$ cat src/rtl/fifo_dp_1024x18_ctl.sv
// fifo_dp_1024x18_ctl
// Single-clock FIFO controller for an external 1024x18 dual-port block memory.
// Port 0 of the memory is the write port and port 1 is the read port.
// The push side uses valid/ready handshaking. The pop side is first-word-fall-through.
// A 2-entry output buffer hides the memory's one-cycle read latency, so the
// consumer sees one word per cycle once the pipe is primed.

module fifo_dp_1024x18_ctl #(
    parameter int unsigned AFULL_THR = 1000
) (
    input  logic        clk,
    input  logic        rst,
    input  logic        i_wr_valid,
    input  logic [17:0] i_wr_data,
    output logic        o_wr_ready,
    output logic        o_rd_valid,
    output logic [17:0] o_rd_data,
    input  logic        i_rd_ready,
    output logic [10:0] o_level,
    output logic        o_almost_full,
    output logic        o_mem_en0,
    output logic [1:0]  o_mem_wen0,
    output logic [9:0]  o_mem_adr0,
    output logic [17:0] o_mem_wdata0,
    output logic        o_mem_en1,
    output logic [1:0]  o_mem_wen1,
    output logic [9:0]  o_mem_adr1,
    output logic [17:0] o_mem_wdata1,
    input  logic [17:0] i_mem_rdata1
);

    localparam logic [10:0] MEM_DEPTH = 11'd1024;
    localparam logic [10:0] AFULL_LVL = 11'(AFULL_THR);

    // Registered state
    logic [9:0]        wr_ptr;
    logic [9:0]        rd_ptr;
    logic [10:0]       mem_used;    // words resident in the memory, not yet issued
    logic [10:0]       level;       // memory + in-flight read + output buffer
    logic              pending;     // a read was issued on the previous cycle
    logic [1:0][17:0]  obuf;        // obuf[0] is the head
    logic [1:0]        ocnt;
    logic              afull;

    // Combinational next-state and handshake terms
    logic              push;
    logic              pop;
    logic              issue;
    logic [2:0]        committed;   // output-buffer slots claimed after this cycle's pop
    logic [1:0][17:0]  obuf_n;
    logic [1:0]        ocnt_n;
    logic [10:0]       mem_used_n;
    logic [10:0]       level_n;

    // Ready depends only on registered occupancy. A same-cycle pop cannot
    // raise it, because the popped word came from the output buffer, not the memory.
    assign o_wr_ready = (mem_used != MEM_DEPTH);
    assign push       = i_wr_valid & o_wr_ready;

    assign o_rd_valid = (ocnt != 2'd0);
    assign o_rd_data  = obuf[0];
    assign pop        = o_rd_valid & i_rd_ready;

    // A read is issued only if its data will have a free buffer slot on
    // arrival. This counts the word already in flight and the word leaving this cycle.
    // A pop implies ocnt >= 1, so the subtraction cannot underflow.
    assign committed  = {1'b0, ocnt} + {2'b00, pending} - {2'b00, pop};
    assign issue      = (mem_used != 11'd0) && (committed < 3'd2);

    // Memory port 0 is used only for writes.
    assign o_mem_en0    = push;
    assign o_mem_wen0   = push ? 2'b11 : 2'b00;
    assign o_mem_adr0   = wr_ptr;
    assign o_mem_wdata0 = i_wr_data;

    // Memory port 1 is used only for reads. Its address always shows rd_ptr.
    assign o_mem_en1    = issue;
    assign o_mem_wen1   = 2'b00;
    assign o_mem_adr1   = rd_ptr;
    assign o_mem_wdata1 = 18'd0;

    assign o_level       = level;
    assign o_almost_full = afull;

    // Next output-buffer contents: the pop shifts the buffer first, then the
    // returning read word is appended behind whatever remains.
    always_comb begin
        // NOTE: every variable gets a default before any branch, so no latch is inferred.
        obuf_n = obuf;
        ocnt_n = ocnt;
        if (pop) begin
            obuf_n[0] = obuf[1];
            ocnt_n    = ocnt - 2'd1;
        end
        if (pending) begin
            obuf_n[ocnt_n[0]] = i_mem_rdata1;
            ocnt_n            = ocnt_n + 2'd1;
        end
    end

    // Occupancy counters
    always_comb begin
        mem_used_n = mem_used + 11'(push) - 11'(issue);
        level_n    = level + 11'(push) - 11'(pop);
    end

    // State register. Reset discards queued words and any read in flight.
    // The memory array itself is left untouched.
    always_ff @(posedge clk) begin
        // NOTE: sequential state uses non-blocking assignments, so all registers update together at the edge.
        if (rst) begin
            wr_ptr   <= '0;
            rd_ptr   <= '0;
            mem_used <= '0;
            level    <= '0;
            pending  <= 1'b0;
            obuf     <= '0;
            ocnt     <= '0;
            afull    <= 1'b0;
        end else begin
            if (push)  wr_ptr <= wr_ptr + 10'd1;
            if (issue) rd_ptr <= rd_ptr + 10'd1;
            mem_used <= mem_used_n;
            level    <= level_n;
            pending  <= issue;
            obuf     <= obuf_n;
            ocnt     <= ocnt_n;
            afull    <= (mem_used_n >= AFULL_LVL);
        end
    end

endmodule

$ cat config.mk
export PLATFORM = sky130hd
export DESIGN_NAME = fifo_dp_1024x18_ctl
export DESIGN_NICKNAME = d
export VERILOG_FILES = /design/src/rtl/fifo_dp_1024x18_ctl.sv
export SDC_FILE = /design/constraint.sdc
export NUM_CORES = 1
export LEC_CHECK = 0
export ABC_AREA = 1
export CORE_MARGIN = 10
export CORE_UTILIZATION = 40
export CTS_CLUSTER_SIZE = 25
export DETAILED_ROUTE_END_ITERATION = 8
export DONT_BUFFER_PORTS = 1
export HOLD_SLACK_MARGIN = 0.08
export PLACE_DENSITY = 0.51
export SYNTH_ARGS = -nofsm -noshare
export SYNTH_HDL_FRONTEND = slang
export SYNTH_SLANG_ARGS = --single-unit
$ cat constraint.sdc
create_clock -name clk -period 9.9 [get_ports clk]
set_input_delay 0.495 -clock clk [delete_from_list [all_inputs] [get_ports clk]]
set_output_delay 0.495 -clock clk [all_outputs]
set_load 0.03 [all_outputs]
==> qor.txt <==
outcome: completed
Skew-Pair Late Insertion Delay: 0.34 ns
nets@finish: 715
Syn. warnings: 0
post-synthesis simple-gate area fraction: 25.10%
R2R Path End: o_almost_full$_SDFF_PP0_
Fin Setup TNS: 0 ns
Synth Flop Type: dfxtp_1
FP Rows: 40
I/O Buffers: 0
share of power burned in registers: 33.3%
Final setup viols: 0
fin cells: 793
Int Pwr: 0.9214 mW
post-synthesis mux area share: 0%
Initial Util: 40.63%
Syn Area/Cell: 7.074 um^2
complex-gate fraction of the synthesized area: 11.87%
CTS Buf Count: 9
Cells after Synth: 687
Slew @ Worst Pin: 1.097 ns
peak supply drop: 0.0001774 V
Async SR Flop Fraction: 0%
Synth Cell Area: 0.004860 mm^2
CTS tree: built
TritonRoute pass-1 iters: 4
register area share after synthesis: 33.78%
r2r setup slk: 2.88 ns
HP Start: rst
vias in the first global route: 3,731
routed wire length per instance: 14.41 um
CP most frequent cell: nand2_1
fmax: 142.5 MHz
io pins: 134
Synth area leader: dfxtp_1
CP max stage cell: clkinv_1
Crit path required time: 10.18 ns
Root Buffer: clkbuf_16
post-route clock period utilization: 70.90%
Comb power frac: 50.0%
Crit Path Max Fanout: 21
layout overhead on the synthesized area: 0.02570%
Crit. End Element: register
total number of vias: 3,888
total wire length: 11.43 mm
global-route wire length before repair: 18.33 mm
TritonCTS Sinks: 82
n_diodes: 0
total setup buffers inserted after CTS: 0
RSZ-0062 raised after global routing: false
Worst R2R Start: ocnt[1]$_SDFF_PP0_
adder-cell share of the synthesized area: 9.217%
total power: 1.860 mW
P_sw: 0.9382 mW
Congestion Overflow GR: 0
htree depth: 3
Min-Delay Path Depth: 1
hold buffers post-CTS: 0
DP Cell Count: 777
crit path time final: 7.019 ns
vias per cell: 4.903
DRC Markers: 0
maxcap violations: 0
Switching Share: 50.45%
Slew Viols, Final: 0
initial antenna violation count: 0
arrival time worst endpoint: 7.30 ns
number of synthesized flops with an enable pin: 0
Setup crit start kind: register
Distinct cells, synth: 33
GRT Overall Usage: 13.45%
R2R cell count: 29
synth top area cells: dfxtp_1 (34%), nand2_1 (10%), buf_4 (9.1%), ha_1 (8.0%), inv_1 (6.6%)
Max Buffers Root-to-Sink: 2
Hold EP: mem_used[0]$_SDFF_PP0_
layout cell share with drive strength beyond 1: 4.644%
DRT iter0 DRCs: 197
slew margin rel.: 26.66%
chip height: 130.2 um
PD cells: 382.5 mW/mm^2
Setup CP Type: register to register
die width: 130.2 um
top cell type's share of synthesized area: 33.78%
Synth Area in XOR/XNOR: 1.802%
Setup Skew: 0.006029 ns
Synth Register Bits: 82
Worst-path clk slew: 0.06 ns
Final WS setup: 2.881 ns
LEAKAGE: 2.322 nW
final hold vios: 0
DP HPWL: 8.708 mm
Setup WS pre-CTS: 2.776 ns
RD Place Congestion: 0.8318
Critical Path Max Stage Delay: 0.72 ns
Core Area: 0.01196 mm^2
worst min path class: input port to register
largest family of logic cells by synthesized area: simple AND/OR/NAND/NOR gates
Die Area: 0.01696 mm^2
largest net degree at the start of global routing: 53
CTS resizes: 0
clock share of power: 16.7%
remaining antenna violation count: 0
metal layers:
metal,wire (um),part of all wire [%],track usage [%]
met2,5474,48,22.21
met4,222,1.9,6.283
met5,0,0,0
met3,915,8.0,4.462
met1,4813,42,15.38
cell usage in the layout (no fill, tap or decap), types with 3 or more instances in the layout:
| cell | netlist | layout |
|---|---|---|
| nand2_1 | 135 | 135 |
| inv_1 | 86 | 86 |
| dfxtp_1 | 82 | 82 |
| nor2_1 | 80 | 80 |
| nand3_1 | 46 | 46 |
| a21oi_1 | 38 | 38 |
| o21ai_0 | 36 | 36 |
| ha_1 | 31 | 31 |
| conb_1 | 1 | 20 |
| o211ai_1 | 18 | 18 |
| nand4_1 | 11 | 11 |
| clkbuf_16 | 0 | 9 |
| nor3_1 | 7 | 7 |
| xnor2_1 | 6 | 6 |
| inv_2 | 5 | 5 |
| xor2_1 | 4 | 4 |
| o21bai_1 | 3 | 3 |
| nor2_2 | 3 | 3 |
| fa_1 | 3 | 3 |
sequential cells by signal, indices dropped and copies added, names as in the netlist:
name / flops
o_mem_adr0: 10
mem_used: 11
ocnt: 2
o_rd_data: 18
obuf: 18
o_almost_full: 1
o_level: 11
o_mem_adr1: 10
pending: 1
layout make-up:
cell class	instances	area, um^2
fillers	1272	7101
multi-input cells	454	2407
clock inverters	6	42.54
clock buffers	10	229.0
repair buffers	1	7.507
well taps	147	183.9
flip-flops and latches	82	1642
inverters	93	349.1
cells by family (layout without fill, tap and decap cells):
| logic type | count (synthesis) | in the layout |
|---|---|---|
| buf+inv | 170 | 110 |
| compound gates | 101 | 101 |
| simple gates | 289 | 289 |
| flops | 82 | 82 |
| xor+xnor | 10 | 10 |
| fa+ha+maj | 34 | 34 |
| other cells | 1 | 20 |
synth_stat cells, drive strengths merged, types with 4 or more instances:
master	number
dfxtp	82
nand3	47
ha	31
o211ai	18
nand2	137
nor2	83
inv	91
clkbuf	10
nand4	11
o21ai	38
xor2	4
xnor2	6
a21oi	39
buf	67
nor3	8
worst max-delay path by stage:
| stage | from | to | slack, ns | depth (start not counted) |
|---|---|---|---|---|
| after floorplan | ocnt[1]$_SDFF_PP0_ | o_almost_full$_SDFF_PP0_ | 5.01 | 33 |
| after global placement | ocnt[1]$_SDFF_PP0_ | o_almost_full$_SDFF_PP0_ | 3.08 | 29 |
| after detailed placement | ocnt[1]$_SDFF_PP0_ | o_almost_full$_SDFF_PP0_ | 2.78 | 29 |
| after CTS | ocnt[1]$_SDFF_PP0_ | o_almost_full$_SDFF_PP0_ | 2.74 | 29 |
| after global routing | ocnt[1]$_SDFF_PP0_ | o_almost_full$_SDFF_PP0_ | 2.13 | 29 |
| final | ocnt[1]$_SDFF_PP0_ | o_almost_full$_SDFF_PP0_ | 2.88 | 29 |
per-stage QoR:
step                      hold slack (ns)  util, %  instance area, um^2
after floorplan                    0.4631        -                 4931
after global placement             0.4762    38.37                 4589
after detailed placement           0.4826    38.37                 4589
after CTS                          0.1967    40.64                 4861
after global routing               0.1936    40.64                 4861
final                              0.2141    40.64                 4861
power groups by stage:
stage | combinational, mW | sequential, mW | clock, mW
global route | 1.09 | 0.636 | 0.336
floorplan | 0.898 | 0.544 | 0
global placement | 0.919 | 0.631 | 0
detailed placement | 0.931 | 0.633 | 0
finish | 0.929 | 0.620 | 0.310
CTS | 0.939 | 0.625 | 0.323
critical path: cells and delay by family, from the launching register on:
family	cells	cell delay, ns
AO/OA/AOI/OAI	2	0.23
flip-flops	1	0.35
adder cells (fa/ha/maj)	7	2.77
buffers and inverters	8	2.07
AND/OR/NAND/NOR	12	1.50
No activity file was read; power rests on OpenSTA's default activity.
